### config.mk
export PLATFORM = sky130hd
export DESIGN_NAME = steel_ram_arbiter_flat
export DESIGN_NICKNAME = d
export VERILOG_FILES = /design/src/rtl/steel_ram_arbiter_if.sv /design/src/rtl/steel_ram_arbiter.sv /design/src/flat_wrapper.sv
export SDC_FILE = /design/constraint.sdc
export NUM_CORES = 1
export LEC_CHECK = 0
export ABC_CLOCK_PERIOD_IN_PS = 5630
export CORE_AREA = 2 2 113 115
export CTS_CLUSTER_DIAMETER = 50
export DETAILED_ROUTE_END_ITERATION = 6
export DIE_AREA = 0 0 115 117
export PLACE_DENSITY = 0.52
export SLEW_MARGIN = 30
export SYNTH_ARGS = -nofsm -noshare
export SYNTH_HDL_FRONTEND = slang
export SYNTH_SLANG_ARGS = --single-unit
### constraint.sdc
create_clock -name CLK -period 5.63 [get_ports CLK]
set_input_delay 1.126 -clock CLK [delete_from_list [all_inputs] [get_ports CLK]]
set_output_delay 1.126 -clock CLK [all_outputs]
set_load 0.01 [all_outputs]
### src/rtl/steel_ram_arbiter_if.sv
// Per-master request/response bundle for the Steel RAM arbiter.
// The master modport is the requester side, the slave modport is the arbiter side.
`timescale 1ns/1ps
interface steel_ram_arbiter_if;
    logic        REQ;
    logic [31:0] ADDR;
    logic        WR;
    logic [3:0]  MASK;
    logic [31:0] WDATA;
    logic        GNT;
    logic        RVALID;
    logic [31:0] RDATA;
    logic        ERR;

    modport master (
        output REQ,
        output ADDR,
        output WR,
        output MASK,
        output WDATA,
        input  GNT,
        input  RVALID,
        input  RDATA,
        input  ERR
    );

    modport slave (
        input  REQ,
        input  ADDR,
        input  WR,
        input  MASK,
        input  WDATA,
        output GNT,
        output RVALID,
        output RDATA,
        output ERR
    );
endinterface

### src/rtl/steel_ram_arbiter.sv
// Round-robin arbiter letting two masters share one single-port byte-masked RAM.
// Grants are combinational; read data and error pulses return one cycle later to the owner.
`timescale 1ns/1ps
module steel_ram_arbiter #(
    parameter int ADDR_WIDTH = 12
) (
    input  logic                  CLK,
    input  logic                  RESET,
    steel_ram_arbiter_if.slave    m0,
    steel_ram_arbiter_if.slave    m1,
    output logic                  RAM_EN,
    output logic [3:0]            RAM_WE,
    output logic [ADDR_WIDTH-3:0] RAM_ADDR,
    output logic [31:0]           RAM_WDATA,
    input  logic [31:0]           RAM_RDATA
);
    logic        last_gnt;
    logic        pend_valid;
    logic        pend_owner;
    logic        pend_err;
    logic        pend_read;
    logic        m0_rvalid_q;
    logic        m1_rvalid_q;
    logic        m0_err_q;
    logic        m1_err_q;

    logic        req0;
    logic        req1;
    logic        gnt0;
    logic        gnt1;
    logic        granted;
    logic        sel;
    logic [31:0] sel_addr;
    logic [31:0] sel_wdata;
    logic        sel_wr;
    logic [3:0]  sel_mask;
    logic        in_range;
    logic        unused_addr_bits;

    // Requests are masked while reset is high so nothing reaches the RAM.
    assign req0 = m0.REQ & ~RESET;
    assign req1 = m1.REQ & ~RESET;

    always_comb begin
        gnt0 = 1'b0;
        gnt1 = 1'b0;
        if (req0 && req1) begin
            gnt0 = last_gnt;
            gnt1 = ~last_gnt;
        end else begin
            gnt0 = req0;
            gnt1 = req1;
        end
    end

    assign granted = gnt0 | gnt1;
    assign sel     = gnt1;

    always_comb begin
        sel_addr  = m0.ADDR;
        sel_wdata = m0.WDATA;
        sel_wr    = m0.WR;
        sel_mask  = m0.MASK;
        if (sel) begin
            sel_addr  = m1.ADDR;
            sel_wdata = m1.WDATA;
            sel_wr    = m1.WR;
            sel_mask  = m1.MASK;
        end
    end

    assign in_range         = (sel_addr[31:ADDR_WIDTH] == '0);
    assign unused_addr_bits = ^sel_addr[1:0];

    // Out-of-range accesses are granted but never touch the array.
    always_comb begin
        RAM_EN    = granted & in_range;
        RAM_WE    = 4'b0000;
        RAM_ADDR  = '0;
        RAM_WDATA = 32'h0;
        if (granted && in_range) begin
            RAM_ADDR = sel_addr[ADDR_WIDTH-1:2];
            if (sel_wr) begin
                RAM_WE = sel_mask;
            end
        end
        if (granted && sel_wr) begin
            RAM_WDATA = sel_wdata;
        end
    end

    always_ff @(posedge CLK or posedge RESET) begin
        if (RESET) begin
            last_gnt    <= 1'b1;
            pend_valid  <= 1'b0;
            pend_owner  <= 1'b0;
            pend_err    <= 1'b0;
            pend_read   <= 1'b0;
            m0_rvalid_q <= 1'b0;
            m1_rvalid_q <= 1'b0;
            m0_err_q    <= 1'b0;
            m1_err_q    <= 1'b0;
        end else begin
            if (granted) begin
                last_gnt <= sel;
            end
            pend_valid  <= granted;
            pend_owner  <= sel;
            pend_err    <= ~in_range;
            pend_read   <= ~sel_wr;
            m0_rvalid_q <= gnt0 & ~sel_wr;
            m1_rvalid_q <= gnt1 & ~sel_wr;
            m0_err_q    <= gnt0 & ~in_range;
            m1_err_q    <= gnt1 & ~in_range;
        end
    end

    // Read data is steered by the pending owner, independent of this cycle's grant.
    assign m0.GNT    = gnt0;
    assign m1.GNT    = gnt1;
    assign m0.RVALID = m0_rvalid_q;
    assign m1.RVALID = m1_rvalid_q;
    assign m0.ERR    = m0_err_q;
    assign m1.ERR    = m1_err_q;
    assign m0.RDATA  = (pend_valid && !pend_owner && pend_read && !pend_err) ? RAM_RDATA : 32'h0;
    assign m1.RDATA  = (pend_valid &&  pend_owner && pend_read && !pend_err) ? RAM_RDATA : 32'h0;
endmodule

### src/flat_wrapper.sv
// flat-port wrapper written by rule: the top's interface ports become plain ports
module steel_ram_arbiter_flat 
#(
    parameter int ADDR_WIDTH = 12
)
  (CLK, RESET, RAM_EN, RAM_WE, RAM_ADDR, RAM_WDATA, RAM_RDATA, m0_REQ, m0_ADDR, m0_WR, m0_MASK, m0_WDATA, m0_GNT, m0_RVALID, m0_RDATA, m0_ERR, m1_REQ, m1_ADDR, m1_WR, m1_MASK, m1_WDATA, m1_GNT, m1_RVALID, m1_RDATA, m1_ERR);
  steel_ram_arbiter_if m0_i ();
  steel_ram_arbiter_if m1_i ();
  input  logic CLK;
  input  logic RESET;
  output logic RAM_EN;
  output logic [3:0] RAM_WE;
  output logic [ADDR_WIDTH-3:0] RAM_ADDR;
  output logic [31:0] RAM_WDATA;
  input  logic [31:0] RAM_RDATA;
  input wire logic [$bits(m0_i.REQ)-1:0] m0_REQ;
  input wire logic [$bits(m0_i.ADDR)-1:0] m0_ADDR;
  input wire logic [$bits(m0_i.WR)-1:0] m0_WR;
  input wire logic [$bits(m0_i.MASK)-1:0] m0_MASK;
  input wire logic [$bits(m0_i.WDATA)-1:0] m0_WDATA;
  output wire logic [$bits(m0_i.GNT)-1:0] m0_GNT;
  output wire logic [$bits(m0_i.RVALID)-1:0] m0_RVALID;
  output wire logic [$bits(m0_i.RDATA)-1:0] m0_RDATA;
  output wire logic [$bits(m0_i.ERR)-1:0] m0_ERR;
  input wire logic [$bits(m1_i.REQ)-1:0] m1_REQ;
  input wire logic [$bits(m1_i.ADDR)-1:0] m1_ADDR;
  input wire logic [$bits(m1_i.WR)-1:0] m1_WR;
  input wire logic [$bits(m1_i.MASK)-1:0] m1_MASK;
  input wire logic [$bits(m1_i.WDATA)-1:0] m1_WDATA;
  output wire logic [$bits(m1_i.GNT)-1:0] m1_GNT;
  output wire logic [$bits(m1_i.RVALID)-1:0] m1_RVALID;
  output wire logic [$bits(m1_i.RDATA)-1:0] m1_RDATA;
  output wire logic [$bits(m1_i.ERR)-1:0] m1_ERR;
  assign m0_i.REQ = m0_REQ;
  assign m0_i.ADDR = m0_ADDR;
  assign m0_i.WR = m0_WR;
  assign m0_i.MASK = m0_MASK;
  assign m0_i.WDATA = m0_WDATA;
  assign m0_GNT = m0_i.GNT;
  assign m0_RVALID = m0_i.RVALID;
  assign m0_RDATA = m0_i.RDATA;
  assign m0_ERR = m0_i.ERR;
  assign m1_i.REQ = m1_REQ;
  assign m1_i.ADDR = m1_ADDR;
  assign m1_i.WR = m1_WR;
  assign m1_i.MASK = m1_MASK;
  assign m1_i.WDATA = m1_WDATA;
  assign m1_GNT = m1_i.GNT;
  assign m1_RVALID = m1_i.RVALID;
  assign m1_RDATA = m1_i.RDATA;
  assign m1_ERR = m1_i.ERR;
  steel_ram_arbiter #(.ADDR_WIDTH(ADDR_WIDTH)) u_core (.CLK(CLK), .RESET(RESET), .m0(m0_i), .m1(m1_i), .RAM_EN(RAM_EN), .RAM_WE(RAM_WE), .RAM_ADDR(RAM_ADDR), .RAM_WDATA(RAM_WDATA), .RAM_RDATA(RAM_RDATA));
endmodule
==> flow_summary_export.csv <==
group,metric,value,unit
run_status,status,"completed",
clock_network,cts_tree,"done",
timing,setup_viol,0,
finish,area_growth,198,%
routing,first_pass_iters,4,
timing,finalSetupTns,0,ns
routing,finalWirelength,10300,um
floorplanning,row_count,41,
synthesis,ys.warnings.count,0,
grt,track_usage,13.5,%
synthesis,yosys.area.top_type_share,26.5,%
timing,fin_skew,0.00101,ns
worst_hold_path,holdPathStages,2,
worst_setup_path,required,4.50,ns
synthesis,synth.top_cells.by_area,"and2_1, nand2_1, dfrtp_1",
routing,remaining_drc_errors,0,
synthesis,synth.most_common_cell,"nand2_1",
power_and_ir_drop,peakVddDrop,0.0714,mV
grt,grt-ovfl-total,0,
timing,finalCriticalPeriod,4.63,ns
timing,slew_headroom,63.7,%
grt,grt_max_degree,39,
clock_network,htree_levels,1,
grt,grt_pass1_wl,14400,um
clock_network,holdBufCountCts,0,
clock_network,cts_setup_buffers,0,
worst_setup_path,end_kind,"output port",
job,max_cap_viol_count,0,
routing,wl_per_cell,15.1,um
timing,fin_crit_sh,82.2,%
synthesis,syn-instance-count,253,
finish,nNetsFinal,702,
floorplanning,core,0.0123,mm^2
power_and_ir_drop,power_density,88.5,mW/mm^2
synthesis,yosysSeqAreaShare,14.5,%
grt,gr-usage-met1,14.1,%
finish,diodes,0,
floorplanning,start_util,12.7,%
synthesis,yosysTopAreaCell,"and2_1",
grt,antenna_found_initial,0,
placed_design,dp_hpwl,8570,um
floorplanning,die_width,115,um
grt,gr-usage-met3,4.33,%
synthesis,synth.distinct_cells,29,
clock_network,clkTransAtPathRegs,0.04,ns
worst_setup_path,worst-r2r-cell-count,4,
routing,drt_iter0_markers,79,
synthesis,synth.ff_latch_count,9,
floorplanning,die_area,0.0135,mm^2
finish,stdcell_area,0.00464,mm^2
worst_setup_path,cp.arrival,3.50,ns
finish,nFillCells,1320,
synthesis,synth-edff-count,0,
synthesis,synth_common_cells,"nand2_1, and2_1, a21oi_1",
timing,fmax,0.216,GHz
power_and_ir_drop,p_leak,1.74,nW
clock_network,cts_made_buffers,3,
placed_design,io_buffers,286,
placed_design,place_area,0.00456,mm^2
synthesis,postSynth.asyncResetShare,100,%
floorplanning,die_h,117,um
worst_setup_path,start_kind,"input pin",
finish,post-route-util,37.7,%
timing,hold_ws,0.498,ns
timing,worstMarginPinSlew,0.544,ns
clock_network,clockBufferDepth,2,
synthesis,synth.cell_area,0.00156,mm^2
finish,drive_gt1_share,3.42,%
synthesis,synth_ff_type,"dfrtp_1",
clock_network,clock_latency,0.23,ns
routing,via_count,2855,
clock_network,cts.sinks,9,
grt,busiest_layer,"met2",
routing,viasPerCell,4.22,
routing,ant_nets,0,
timing,slew_violations,0,
timing,hold_violations,0,
grt,use_met2,26.7,%
synthesis,syn_nets,427,
power_and_ir_drop,total_power,411,uW
worst_setup_path,worstSetupPathType,"in2out",
clock_network,cts_resized,0,
grt,first_global_vias,2787,
floorplanning,io_pins,291,
clock_network,cts_root_buf,"clkbuf_16",
worst_setup_path,worst-path-max-fanout,38,
placed_design,place.gp.congestion,0.800,
timing,rsz0062_at_grt,"false",
synthesis,avgSynthCellArea,6.16,um^2
worst_hold_path,hold_path.class,"reg2reg",
[routing by layer]
layer	routed length, um	share of wire (%)	vias to the layer above
met2	5340	52	179
met1	3610	35	1266
met5	0	0	-
met3	1230	12	7
met4	77	0.75	0
li1	-	-	1403
[layout make-up]
type / count / area [um^2] / area share (%)
timing repair buffer: 291 / 2900 / 62.5
multi-input combinational: 218 / 1230 / 26.5
sequential: 9 / 226 / 4.88
tap: 150 / 188 / 4.04
clock buffer: 4 / 78.8 / 1.70
inverter: 5 / 18.8 / 0.404
[registers in the layout, summed over array words and instances, names as in the netlist]
| signal | flops |
|---|---|
| u_core.m1.RVALID | 1 |
| u_core.pend_valid | 1 |
| u_core.pend_owner | 1 |
| u_core.pend_err | 1 |
| u_core.m0.ERR | 1 |
| u_core.pend_read | 1 |
| u_core.last_gnt | 1 |
| u_core.m1.ERR | 1 |
| u_core.m0.RVALID | 1 |
[cell families (layout without fill, tap and decap cells)]
family | Yosys count | count (layout) | synth area share [%]
and+or+nand+nor | 165 | 165 | 56.3
AOI/OAI and AO/OA | 51 | 51 | 19.9
buffers and inverters | 26 | 300 | 7.71
DFF | 9 | 9 | 14.5
muxes | 2 | 2 | 1.53
[stage by stage]
step	setup WS, ns	cells
after floorplan	2.19	253
after global placement	1.03	673
after detailed placement	0.961	673
after CTS	0.939	677
after global routing	0.713	677
final	1.00	677
[report_power, final]
part	leakage (nW)	switching, mW	internal (mW)	total, mW
combinational	1.59	0.0712	0.144	0.216
clock	0.0382	0.0293	0.0945	0.124
sequential	0.110	0.00191	0.0697	0.0716
total	1.74	0.102	0.309	0.411
[path summary, 6_finish.rpt]
check	slack, ns	startpoint	end
setup / recovery	1.00	m1_REQ	RAM_WDATA[30]
hold / removal	0.50	u_core.last_gnt	u_core.last_gnt
setup reg to reg	4.03	u_core.last_gnt	u_core.m1.ERR
hold reg to reg	0.50	u_core.last_gnt	u_core.last_gnt
max in group asynchronous	4.06	RESET	u_core.last_gnt
min in group asynchronous	1.27	RESET	u_core.m1.RVALID
[cell usage in the layout (no fill, tap or decap)]
cell type,count
nor2_2,1
or4_4,3
inv_1,5
clkbuf_1,1
and2_1,66
o21ai_0,1
a32o_1,10
a21oi_1,38
clkbuf_16,3
nand3_1,4
nor3b_1,1
mux2i_4,1
and4_1,1
mux2i_1,1
buf_4,5
nor2b_1,1
nor3b_2,1
dfstp_2,1
nand2_1,67
nor2_4,1
nor4_1,7
nor3_2,1
o211ai_1,1
o21a_1,1
nand4_1,4
and3_1,1
clkdlybuf4s50_1,286
nor2_1,4
dfrtp_1,8
and3_4,1
nor3_1,1
[worst max-delay path, cell delays in order]
cell,delay (ns)
clkdlybuf4s50_1,0.50
nor2b_1,0.20
nand2_1,0.27
inv_1,0.16
buf_4,0.38
nand2_1,0.11
a21oi_1,0.16
clkdlybuf4s50_1,0.57
No activity file was read; power rests on OpenSTA's default activity.
